### src/rtl/sw_debounce.sv
// -----------------------------------------------------------------------------
// sw_debounce
//
// Whole-word switch debouncer with a CPU change handshake.
//
// The raw switch word is synchronised through two flops. A candidate word
// follows the synchronised value. A stability counter measures how long the
// synchronised value has matched the candidate. Once the candidate has held
// long enough and differs from the published word, the whole word is
// accepted in one edge. sw_changed then tells the CPU to read it.
//
// Ports
//   clock      : single clock, rising-edge active
//   n_reset    : asynchronous, active-low reset
//   sw_raw     : raw switch levels, asynchronous to clock   [WORD_W]
//   sw         : debounced switch word presented to the CPU [WORD_W]
//   sw_changed : set on acceptance of a new word, held until sw_ack
//   sw_ack     : one-cycle pulse from the CPU after it has read sw
//   overrun    : sticky; a new word was accepted while sw_changed was pending
// -----------------------------------------------------------------------------
module sw_debounce #(
  parameter int WORD_W          = 8,
  parameter int DEBOUNCE_CYCLES = 4
) (
  input  logic              clock,
  input  logic              n_reset,
  input  logic [WORD_W-1:0] sw_raw,
  output logic [WORD_W-1:0] sw,
  output logic              sw_changed,
  input  logic              sw_ack,
  output logic              overrun
);

  localparam int CNT_W = $clog2(DEBOUNCE_CYCLES);
  localparam logic [CNT_W-1:0] CNT_MAX = CNT_W'(DEBOUNCE_CYCLES - 1);

  logic [WORD_W-1:0] sync1_q, sync1_d;
  logic [WORD_W-1:0] sync2_q, sync2_d;
  logic [WORD_W-1:0] cand_q,  cand_d;
  logic [CNT_W-1:0]  cnt_q,   cnt_d;
  logic [WORD_W-1:0] sw_q,    sw_d;
  logic              changed_q, changed_d;
  logic              overrun_q, overrun_d;
  logic              accept;

  // The candidate has been stable for the full window and would actually
  // change the published word. A value that settles back to the current sw
  // never accepts, so it cannot raise sw_changed.
  assign accept = (cnt_q == CNT_MAX) && (sync2_q == cand_q) && (cand_q != sw_q);

  always_comb begin
    sync1_d   = sw_raw;
    sync2_d   = sync1_q;
    cand_d    = cand_q;
    cnt_d     = cnt_q;
    sw_d      = sw_q;
    changed_d = changed_q;
    overrun_d = overrun_q;

    // Any movement of the synchronised word restarts the stability window.
    // The counter saturates so a long-held value keeps satisfying accept.
    if (sync2_q != cand_q) begin
      cand_d = sync2_q;
      cnt_d  = '0;
    end else if (cnt_q < CNT_MAX) begin
      cnt_d = cnt_q + CNT_W'(1);
    end

    if (accept) begin
      sw_d = cand_q;
    end

    // Set wins over clear. An ack that coincides with acceptance still
    // leaves a fresh, unread word pending.
    if (accept) begin
      changed_d = 1'b1;
    end else if (sw_ack) begin
      changed_d = 1'b0;
    end

    // Overrun means an unread word was overwritten. If the CPU acks on the
    // same edge, the previous word was read in time.
    if (accept && changed_q && !sw_ack) begin
      overrun_d = 1'b1;
    end else if (sw_ack) begin
      overrun_d = 1'b0;
    end
  end

  always_ff @(posedge clock or negedge n_reset) begin
    if (!n_reset) begin
      sync1_q   <= '0;
      sync2_q   <= '0;
      cand_q    <= '0;
      cnt_q     <= '0;
      sw_q      <= '0;
      changed_q <= 1'b0;
      overrun_q <= 1'b0;
    end else begin
      sync1_q   <= sync1_d;
      sync2_q   <= sync2_d;
      cand_q    <= cand_d;
      cnt_q     <= cnt_d;
      sw_q      <= sw_d;
      changed_q <= changed_d;
      overrun_q <= overrun_d;
    end
  end

  assign sw         = sw_q;
  assign sw_changed = changed_q;
  assign overrun    = overrun_q;

endmodule
### config.mk
export PLATFORM = sky130hd
export DESIGN_NAME = sw_debounce
export DESIGN_NICKNAME = d
export VERILOG_FILES = /design/src/rtl/sw_debounce.sv
export SDC_FILE = /design/constraint.sdc
export NUM_CORES = 1
export LEC_CHECK = 0
export ABC_AREA = 1
export BUFFER_PORTS_ARGS = -buffer_cell sky130_fd_sc_hd__buf_2
export CORE_MARGIN = 3
export CORE_UTILIZATION = 45
export CTS_CLUSTER_SIZE = 20
export DETAILED_ROUTE_END_ITERATION = 12
export GPL_TIMING_DRIVEN = 0
export PLACE_DENSITY = 0.65
export SLEW_MARGIN = 20
export SYNTH_ARGS = -nofsm -noshare
export SYNTH_HDL_FRONTEND = slang
export SYNTH_SLANG_ARGS = --single-unit
### constraint.sdc
create_clock -name clock -period 1.35 [get_ports clock]
set_input_delay 0.0675 -clock clock [delete_from_list [all_inputs] [get_ports clock]]
set_output_delay 0.0675 -clock clock [all_outputs]
set_load 0.005 [all_outputs]
==> results of run 1 <==
## state kept, by name (all words and copies together), names as in the netlist
| register | flops |
|---|---|
| sw_changed | 1 |
| sw | 8 |
| cand_q | 8 |
| sync1_q | 8 |
| overrun | 1 |
| sync2_q | 8 |
| cnt_q | 2 |
## Yosys cell counts, drive strengths merged
cell type / number
nand4: 9
ha: 1
dfrtp: 36
nor2: 9
buf: 2
clkbuf: 8
inv: 23
nand3: 1
xnor2: 3
mux2i: 1
nand2: 63
xor2: 2
## placed cells by master, fill, tap and decap left out, types with 6 or more instances in the layout
master and count:
sky130_fd_sc_hd__nand2_2 6, sky130_fd_sc_hd__clkbuf_1 8, sky130_fd_sc_hd__buf_2 21, sky130_fd_sc_hd__dlygate4sd3_1 10
sky130_fd_sc_hd__nand4_1 9, sky130_fd_sc_hd__inv_1 22, sky130_fd_sc_hd__nor2_2 6, sky130_fd_sc_hd__nand2_1 57
sky130_fd_sc_hd__dfrtp_1 36
## worst min-delay path by stage
stage / end / start / slack, ns
after floorplan: cand_q[0]$_DFFE_PN0P_ / n_reset / -0.23
after global placement: sw[1]$_DFFE_PN0P_ / n_reset / 0.18
after detailed placement: sync1_q[7]$_DFF_PN0_ / sw_raw[7] / 0.18
after CTS: sync1_q[7]$_DFF_PN0_ / sw_raw[7] / 0.35
after global routing: sync1_q[5]$_DFF_PN0_ / sw_raw[5] / 0.36
final: cand_q[1]$_DFFE_PN0P_ / n_reset / 0.32
## layout make-up
class	instances	area, um2	share of cell area
multi-input cells	91	501.7	0.2636
clock buffers	6	51.30	0.02696
well taps	44	55.05	0.02893
flip-flops and latches	36	900.9	0.4734
plain buffers	10	46.29	0.02433
repair buffers	36	249.0	0.1308
clock inverters	2	10.01	0.005260
inverters	23	88.84	0.04668
## power by group
part	switching, mW	internal, mW
combinational	0.0748	0.0712
sequential	0.0237	1.11
clock	0.346	0.248
total	0.445	1.43
## cell families after synthesis
| kind of cell | Yosys count | synth area share |
|---|---|---|
| AND/OR/NAND/NOR | 82 | 0.2435 |
| flip-flops | 36 | 0.6196 |
| buffers and inverters | 33 | 0.09122 |
| XOR/XNOR | 5 | 0.03013 |
| multiplexers | 1 | 0.006885 |
| adder cells (fa/ha/maj) | 1 | 0.008604 |
## through the flow
stage | setup TNS (ns) | area, um2 | cells | worst slack (ns)
global placement | -0.1093 | 1609 | 222 | -0.01902
global route | -1.508 | 1903 | 248 | -0.1920
floorplan | 0 | 1454 | 158 | 0.1719
detailed placement | -0.3816 | 1609 | 222 | -0.06673
CTS | -0.0002742 | 1793 | 241 | -0.0002742
finish | -0.3053 | 1903 | 248 | -0.06529
## per-layer routing
metal  share of wire  global-route usage  up-vias  wire length, um
met3           0.040             0.04856        5              105
met5               0                   0        -                0
li1                -                   -      563                -
met2            0.51              0.2477       20             1337
met1            0.44              0.1561      523             1159
met4           0.017             0.05785        0               44
## what timing repair did
item,4_1_cts,5_1_grt
setup buffers,0,5
gates cloned,1,2
hold buffers,10,0
pin swaps,2,15
hold endpoints to repair,46,0
setup endpoints to repair,9,12
gates resized for setup,2,17
==> flow_summary.json, run 1 <==
{
  "reg2reg_slack_ns": -0.07,
  "initialDrtViolationCount": 27,
  "max_slew.worst_pin.slew_ns": 0.7613,
  "numCtsBuffers": 5,
  "htreeDepth": 2,
  "total_grt_overflow": 0,
  "syn_avg_cell_area_um2": 9.202,
  "clock_tree_from_tritoncts": "built",
  "cts_root_buf": "sky130_fd_sc_hd__clkbuf_4",
  "slew_headroom": 0.4925,
  "worstPathRequired_ns": 1.58,
  "synth_top_cell_by_area": "sky130_fd_sc_hd__dfrtp_1",
  "num_vias": 1111,
  "crit_path_cells": "inv_1, nand2_1, nand2_1, nor2_1, nand2_1, nor2_4, nand3_4, nand2_1, nand2_1",
  "slew_viol_final": 0,
  "synth_seq_cells": 36,
  "max-clock-path-buffers": 2,
  "leakage_nw": 1.038,
  "die_area_mm2": 0.003949,
  "synth_cell_type_count": 16,
  "worst_clock_skew_ns": 0.01231,
  "synth_nets": 170,
  "coreArea_mm2": 0.003078,
  "final-hold-violation-count": 0,
  "end_kind": "flip-flop",
  "crit_fanout": 5,
  "post-route-min-period_ns": 1.415,
  "finalWorstSetupSlack_ns": -0.06529,
  "max_freq_mhz": 706.6,
  "startpoint_type_of_the_worst_setup_path": "flip-flop",
  "max_cap_viol_count": 0,
  "fin_util": 0.6183,
  "ys.warnings.count": 0,
  "number_of_port_buffers": 20,
  "finalSetupViolations": 9,
  "arrival_ns": 1.65,
  "synth.top_cells.by_area": "sky130_fd_sc_hd__dfrtp_1 62%, sky130_fd_sc_hd__nand2_1 16%, sky130_fd_sc_hd__inv_1 5.7%",
  "synth_top_area_frac": 0.6196,
  "worst_skew_pair.late_latency_ns": 0.34,
  "first_global_vias": 1069,
  "worstRegToRegCells": 9,
  "worstReg2RegEnd": "sw[3]$_DFFE_PN0P_",
  "floorplan.initialDensity": 0.4724,
  "totalWireLength_um": 2647,
  "fillerInstances": 268,
  "hpwlAfterDp_um": 1655,
  "die_h_um": 62.84,
  "cpPeakStageDelay_ns": 0.41,
  "avg_vias_per_cell": 4.480,
  "worstSetupPathDepth": 9,
  "critical_path.n_buffers_inverters": 1,
  "finalCritPeriodShare": 1.048,
  "timing.critical_path.slowest_stage_cell": "sky130_fd_sc_hd__dfrtp_1",
  "count_of_inserted_antenna_diode_cells": 0,
  "clock_sink_count": 36,
  "drc": 0,
  "postSynthCellCount": 158,
  "violations": "setup timing",
  "run_status": "finished with violations",
  "drt-pass1-iter-count": 4,
  "num_rows": 20,
  "global_route_wire_length_before_repair_um": 4333,
  "pwr_density_cell_mw_per_mm2": 986.8,
  "routed_wire_length_per_instance_um": 10.67,
  "ws_path_type": "reg2reg",
  "number_of_antenna_violations_at_the_first_check_in_global_routing": 0,
  "postRouteAntennaNets": 0,
  "critPathMostFrequentCell": "sky130_fd_sc_hd__nand2_1",
  "die_w_um": 62.84,
  "groute.usage.overall": 0.1415,
  "holdCritPathClass": "in2async",
  "post_route_cells_drive_above_1_share": 0.2794,
  "timing.critical_path.from": "cand_q[1]$_DFFE_PN0P_",
  "finalWeightedCongestion": 0.7358,
  "final_net_count": 215,
  "syn2layout_area_growth_pct": 30.90,
  "grt_setup_unrepaired": "yes",
  "syn-cell-area_mm2": 0.001454,
  "sum_of_internal_switching_and_leakage_power_mw": 1.878,
  "worst_path_clk_slew_ns": 0.11,
  "timing.critical_path.max_delay_family": "simple AND/OR/NAND/NOR gates",
  "vdd_drop_max_v": 0.0008239,
  "ioPinCount": 21,
  "finalHoldWorstSlack_ns": 0.3155,
  "ys_seq_area_frac": 0.6196,
  "r2r_start": "cand_q[1]$_DFFE_PN0P_",
  "grt_max_degree": 37,
  "crit_end": "sw[3]$_DFFE_PN0P_"
}
Note: power is estimated with default switching activity, not from simulation.
==> run 2, diff against run 1 <==
--- a/config.mk
+++ b/config.mk
@@ -9,6 +9,7 @@
 export BUFFER_PORTS_ARGS = -buffer_cell sky130_fd_sc_hd__buf_2
 export CORE_MARGIN = 3
 export CORE_UTILIZATION = 45
+export CTS_CLUSTER_DIAMETER = 80
 export CTS_CLUSTER_SIZE = 20
 export DETAILED_ROUTE_END_ITERATION = 12
 export GPL_TIMING_DRIVEN = 0
@@ -17,3 +18,4 @@
 export SYNTH_ARGS = -nofsm -noshare
 export SYNTH_HDL_FRONTEND = slang
 export SYNTH_SLANG_ARGS = --single-unit
+export TNS_END_PERCENT = 10
==> constraint.sdc (replaced) <==
create_clock -name clock -period 1.34 [get_ports clock]
set_input_delay 0.067 -clock clock [delete_from_list [all_inputs] [get_ports clock]]
set_output_delay 0.067 -clock clock [all_outputs]
set_load 0.005 [all_outputs]
==> run 2 against run 1 <==
Effect of this change: the run still ends with setup timing left; clock skew is 0.00095 ns higher; flip-flop and latch count stayed put; first-iteration DRC count is 15% higher; register-to-register slack hardly changed; largest cell class unchanged; fmax is 0.56% higher; utilization is 2.4 points lower; highest routed layer unchanged; critical endpoint is now sw[5]$_DFFE_PN0P_; total power is 0.41% lower; clock power hardly changed; critical path type unchanged.
==> flow_summary.json, run 2 (synthesized netlist as in run 1, its figures left out) <==
{
  "max_cap_viol_count": 0,
  "htreeDepth": 2,
  "count_of_inserted_antenna_diode_cells": 0,
  "final-hold-violation-count": 0,
  "total_grt_overflow": 0,
  "ioPinCount": 21,
  "totalWireLength_um": 2522,
  "avg_vias_per_cell": 4.477,
  "coreArea_mm2": 0.003078,
  "worstPathRequired_ns": 1.63,
  "numCtsBuffers": 5,
  "die_area_mm2": 0.003949,
  "startpoint_type_of_the_worst_setup_path": "flip-flop",
  "end_kind": "flip-flop",
  "clock_tree_from_tritoncts": "built",
  "pwr_density_cell_mw_per_mm2": 1022,
  "hpwlAfterDp_um": 1655,
  "postRouteAntennaNets": 0,
  "layout.cells.most_common_list": "58 x sky130_fd_sc_hd__nand2_1, 36 x sky130_fd_sc_hd__dfrtp_1, 22 x sky130_fd_sc_hd__inv_1",
  "routed_wire_length_per_instance_um": 10.38,
  "tns_ns": -0.3767,
  "finalWorstSetupSlack_ns": -0.06737,
  "run_status": "finished with violations",
  "number_of_antenna_violations_at_the_first_check_in_global_routing": 0,
  "detailed_place.area_mm2": 0.001609,
  "violations": "setup timing",
  "first_global_vias": 1064,
  "fin_util": 0.5947,
  "max_slew.worst_pin.slew_ns": 0.7664,
  "max-clock-path-buffers": 2,
  "post-route-min-period_ns": 1.407,
  "vdd_drop_max_v": 0.0008276,
  "max_freq_mhz": 710.5,
  "drc": 0,
  "worst_path_clk_slew_ns": 0.11,
  "die_w_um": 62.84,
  "stdcell_area_mm2": 0.001831,
  "leakage_nw": 1.008,
  "drt-pass1-iter-count": 4,
  "global_route_wire_length_before_repair_um": 4333,
  "arrival_ns": 1.69,
  "final_net_count": 210,
  "final_common_cell": "sky130_fd_sc_hd__nand2_1",
  "die_h_um": 62.84,
  "post_route_cells_drive_above_1_share": 0.2312,
  "clock_sink_count": 36,
  "worst_skew_pair.late_latency_ns": 0.34,
  "slew_headroom": 0.4890,
  "fillerInstances": 285,
  "crit_fanout": 5,
  "floorplan.initialDensity": 0.4724,
  "num_rows": 20,
  "holdCritPathClass": "in2async",
  "initialDrtViolationCount": 31,
  "slew_viol_final": 0,
  "grt_max_degree": 37,
  "worst_clock_skew_ns": 0.01326,
  "groute.usage.overall": 0.1415,
  "num_vias": 1088,
  "syn2layout_area_growth_pct": 25.90,
  "number_of_port_buffers": 20,
  "grt_setup_unrepaired": "yes",
  "finalCritPeriodShare": 1.050,
  "finalSetupViolations": 10,
  "finalWeightedCongestion": 0.7358,
  "cts_root_buf": "sky130_fd_sc_hd__clkbuf_4",
  "finalHoldWorstSlack_ns": 0.3198,
  "ws_path_type": "reg2reg"
}
-- run 2: cell types whose count changed in the layout (fill, tap and decap cells not counted), moves of 2 or more --
cell	before	now
sky130_fd_sc_hd__xnor2_1	1	3
sky130_fd_sc_hd__nor2_1	1	3
sky130_fd_sc_hd__nand2_2	6	4
sky130_fd_sc_hd__buf_4	5	2
sky130_fd_sc_hd__xnor2_2	2	0
-- run 2: final timing paths --
| check | startpoint | endpoint | slack (ns) | cells past startpoint |
|---|---|---|---|---|
| setup / recovery | cand_q[2]$_DFFE_PN0P_ | sw[5]$_DFFE_PN0P_ | -0.07 | 9 |
| hold / removal | n_reset | cand_q[1]$_DFFE_PN0P_ | 0.32 | 2 |
| setup reg to reg | cand_q[2]$_DFFE_PN0P_ | sw[5]$_DFFE_PN0P_ | -0.07 | 9 |
| hold reg to reg | sync1_q[0]$_DFF_PN0_ | sync2_q[0]$_DFF_PN0_ | 0.36 | 0 |
| max in group asynchronous | n_reset | sync1_q[0]$_DFF_PN0_ | 0.51 | 2 |
| min in group clock | sync1_q[0]$_DFF_PN0_ | sync2_q[0]$_DFF_PN0_ | 0.36 | 0 |
-- run 2: metal layers --
| layer | part of all wire | up-vias | global-route usage |
|---|---|---|---|
| met5 | 0 | - | 0 |
| met1 | 0.45 | 510 | 0.1561 |
| met2 | 0.49 | 24 | 0.2477 |
| met4 | 0.019 | 0 | 0.05785 |
| met3 | 0.044 | 4 | 0.04856 |
| li1 | - | 550 | - |
-- run 2: metrics by stage --
step | power, mW | setup slack [ns] | std cells
finish | 1.870 | -0.06737 | 243
global route | 1.982 | -0.1700 | 243
CTS | 1.901 | -0.01027 | 241
detailed placement | 1.270 | -0.07673 | 222
global placement | 1.265 | -0.02902 | 222
floorplan | 1.220 | 0.1619 | 158
-- run 2: area by class of cell --
class / count / area, um2 / share of cell area
clock inverters: 2 / 10.01 / 0.005468
repair buffers: 32 / 215.2 / 0.1176
inverters: 23 / 86.33 / 0.04716
clock buffers: 6 / 51.30 / 0.02802
flip-flops and latches: 36 / 900.9 / 0.4921
plain buffers: 10 / 46.29 / 0.02529
well taps: 44 / 55.05 / 0.03008
multi-input cells: 90 / 465.4 / 0.2543
-- run 2: repair_timing --
item | 4_1_cts | 5_1_grt
hold buffers | 10 | 0
resized for setup | 3 | 7
pin swaps | 5 | 5
cloned | 1 | 1
hold endpoints to repair | 46 | 0
setup buffers | 0 | 1
endpoints found under the setup margin | 9 | 12
-- run 2: critical path: stages, from the launching register on --
cell and delay, ns:
sky130_fd_sc_hd__dfrtp_1 0.43, sky130_fd_sc_hd__inv_1 0.06, sky130_fd_sc_hd__nand2_1 0.05, sky130_fd_sc_hd__nand2_1 0.06, sky130_fd_sc_hd__nor2_2 0.13, sky130_fd_sc_hd__nand2_2 0.08, sky130_fd_sc_hd__nor2_4 0.20, sky130_fd_sc_hd__buf_4 0.19
sky130_fd_sc_hd__nand4_1 0.09, sky130_fd_sc_hd__nand2_1 0.08
-- run 2: where the power goes --
group / internal, mW / total, mW / switching, mW
Combinational: 0.0613 / 0.129 / 0.0676
Clock: 0.250 / 0.593 / 0.344
Sequential: 1.12 / 1.15 / 0.0256
Total: 1.43 / 1.87 / 0.437
==> run 3, diff against run 2 <==
--- a/config.mk
+++ b/config.mk
@@ -7,7 +7,6 @@
 export LEC_CHECK = 0
 export ABC_AREA = 1
 export BUFFER_PORTS_ARGS = -buffer_cell sky130_fd_sc_hd__buf_2
-export CORE_MARGIN = 3
 export CORE_UTILIZATION = 45
 export CTS_CLUSTER_DIAMETER = 80
 export CTS_CLUSTER_SIZE = 20
==> constraint.sdc (replaced) <==
create_clock -name clock -period 1.34 [get_ports clock]
set_input_delay 0.134 -clock clock [delete_from_list [all_inputs] [get_ports clock]]
set_output_delay 0.134 -clock clock [all_outputs]
set_load 0.005 [all_outputs]
==> run 3 against run 2 <==
Effect of this change: the run still ends with setup timing left; fmax increased by 3.9%; critical path depth down 2; sequential power hardly changed; critical path type unchanged; largest power group unchanged; highest routed layer unchanged.
==> flow_summary.json, run 3 (synthesized netlist as in run 1, its figures left out) <==
{
  "groute.usage.overall": 0.1707,
  "htreeDepth": 2,
  "postRouteAntennaNets": 0,
  "count_of_inserted_antenna_diode_cells": 0,
  "final-hold-violation-count": 0,
  "floorplan.initialDensity": 0.4762,
  "number_of_antenna_violations_at_the_first_check_in_global_routing": 0,
  "numCtsBuffers": 5,
  "die_area_mm2": 0.003462,
  "finalSetupViolations": 9,
  "worst_hold_path.num_cells": 4,
  "finalWeightedCongestion": 0.7366,
  "number_of_port_buffers": 20,
  "post_layout_nonfiller_instances": 244,
  "num_rows": 20,
  "switching_share": 0.2299,
  "finalCritPeriodShare": 1.011,
  "drt-pass1-iter-count": 4,
  "detailed_place.area_mm2": 0.001609,
  "grt_max_degree": 37,
  "max_slew.worst_pin.slew_ns": 0.7514,
  "ws_path_type": "reg2reg",
  "num_vias": 1083,
  "post-route-min-period_ns": 1.355,
  "slew_viol_final": 0,
  "startpoint_type_of_the_worst_setup_path": "flip-flop",
  "place.detailed.instances": 222,
  "drc": 0,
  "grt_setup_unrepaired": "yes",
  "ioPinCount": 21,
  "crit_fanout": 5,
  "totalWireLength_um": 2384,
  "global_route_wire_length_before_repair_um": 4146,
  "finalWorstSetupSlack_ns": -0.01479,
  "post_route_cells_drive_above_1_share": 0.2350,
  "pwr_density_cell_mw_per_mm2": 1022,
  "run_status": "finished with violations",
  "die_h_um": 58.84,
  "layout.cells.most_common_list": "61 x sky130_fd_sc_hd__nand2_1, 36 x sky130_fd_sc_hd__dfrtp_1, 20 x sky130_fd_sc_hd__inv_1, 20 x sky130_fd_sc_hd__buf_2, 10 x sky130_fd_sc_hd__clkbuf_1",
  "clock_tree_from_tritoncts": "built",
  "syn2layout_area_growth_pct": 26.33,
  "worstPathRequired_ns": 1.62,
  "holdCritPathClass": "in2reg",
  "coreArea_mm2": 0.003053,
  "worstRegToRegCells": 7,
  "seq_power_share": 0.611,
  "slew_headroom": 0.4991,
  "final_common_cell": "sky130_fd_sc_hd__nand2_1",
  "intPower_mw": 1.446,
  "end_kind": "flip-flop",
  "die_w_um": 58.84,
  "power_frac_comb": 0.071,
  "initialDrtViolationCount": 36,
  "stdcell_area_mm2": 0.001837,
  "fin_util": 0.6016,
  "first_global_vias": 1001,
  "max_freq_mhz": 738.1,
  "finalHoldWorstSlack_ns": 0.03212,
  "hpwlAfterDp_um": 1530,
  "avg_vias_per_cell": 4.439,
  "sum_of_internal_switching_and_leakage_power_mw": 1.877,
  "worst_skew_pair.late_latency_ns": 0.34,
  "violations": "setup timing",
  "worst_path_clk_slew_ns": 0.10,
  "clkPwrFrac": 0.318,
  "routed_wire_length_per_instance_um": 9.770,
  "net-switching-power_uw": 431.5,
  "vdd_drop_max_v": 0.0006361,
  "worst_clock_skew_ns": 0.009138,
  "final_net_count": 211,
  "arrival_ns": 1.63,
  "max_cap_viol_count": 0,
  "clock_sink_count": 36,
  "max-clock-path-buffers": 2,
  "leakage_nw": 1.006,
  "cts_root_buf": "sky130_fd_sc_hd__clkbuf_4",
  "total_grt_overflow": 0
}
==> run 3: cell count changes in the layout (fill, tap and decap cells not counted), moves of 2 or more <==
cell and delta:
sky130_fd_sc_hd__nand2_1 +3, sky130_fd_sc_hd__nand2_2 -3, sky130_fd_sc_hd__clkbuf_1 +2, sky130_fd_sc_hd__clkinv_2 -2, sky130_fd_sc_hd__inv_1 -2, sky130_fd_sc_hd__inv_2 +2
sky130_fd_sc_hd__nor2_1 -2, sky130_fd_sc_hd__nor2_2 +2
==> run 3: layer usage <==
layer | GRT usage | vias to the layer above | part of all wire
met5 | 0 | - | 0
met4 | 0.1327 | 0 | 0.035
met3 | 0.04615 | 8 | 0.034
met2 | 0.2808 | 22 | 0.48
met1 | 0.1865 | 499 | 0.45
li1 | - | 554 | -
==> run 3: worst paths after layout <==
kind	start	to	slack, ns
min in group asynchronous	n_reset	sw[1]$_DFFE_PN0P_	0.38
worst max-delay path	cand_q[5]$_DFFE_PN0P_	sw[5]$_DFFE_PN0P_	-0.01
worst max register to register	cand_q[5]$_DFFE_PN0P_	sw[5]$_DFFE_PN0P_	-0.01
max in group asynchronous	n_reset	sync1_q[0]$_DFF_PN0_	0.47
worst min-delay path	sw_ack	overrun$_DFFE_PN0P_	0.03
worst min register to register	sync1_q[1]$_DFF_PN0_	sync2_q[1]$_DFF_PN0_	0.35
==> run 3: cell type report <==
class / count / area [um2]
clock buffers: 8 / 58.81
well taps: 44 / 55.05
fillers: 275 / 1216
flip-flops and latches: 36 / 900.9
inverters: 23 / 86.33
plain buffers: 10 / 48.80
multi-input cells: 90 / 462.9
repair buffers: 33 / 224.0
==> run 3: through the flow <==
stage,setup WS [ns],TNS (ns)
final,-0.01479,-0.08720
after global routing,-0.1362,-1.233
after CTS,0.001428,0
after detailed placement,-0.05255,-0.3716
after global placement,-0.004179,-0.004179
after floorplan,0.1619,0
==> run 3: power by group through the flow <==
stage	sequential [mW]	clock, mW	combinational [mW]
after CTS	1.15	0.631	0.122
after global placement	1.17	0	0.0970
after floorplan	1.16	0	0.0561
after global routing	1.15	0.677	0.155
final	1.15	0.597	0.133
after detailed placement	1.17	0	0.0995
==> run 3: timing repair <==
| action | CTS | global route |
|---|---|---|
| hold endpoints to repair | 44 | 0 |
| gates cloned | 0 | 2 |
| buffers inserted | 0 | 3 |
| gates resized for setup | 2 | 11 |
| pin swaps | 0 | 4 |
| hold buffers | 9 | 0 |
| endpoints found under the setup margin | 9 | 12 |
==> run 3: worst max-delay path, cell delays in order, from the launching register on <==
cell,delay (ns)
sky130_fd_sc_hd__dfrtp_1,0.42
sky130_fd_sc_hd__xor2_1,0.16
sky130_fd_sc_hd__nor2_2,0.13
sky130_fd_sc_hd__nand2_2,0.08
sky130_fd_sc_hd__nor2_4,0.21
sky130_fd_sc_hd__buf_6,0.15
sky130_fd_sc_hd__nand4_1,0.07
sky130_fd_sc_hd__nand2_1,0.07
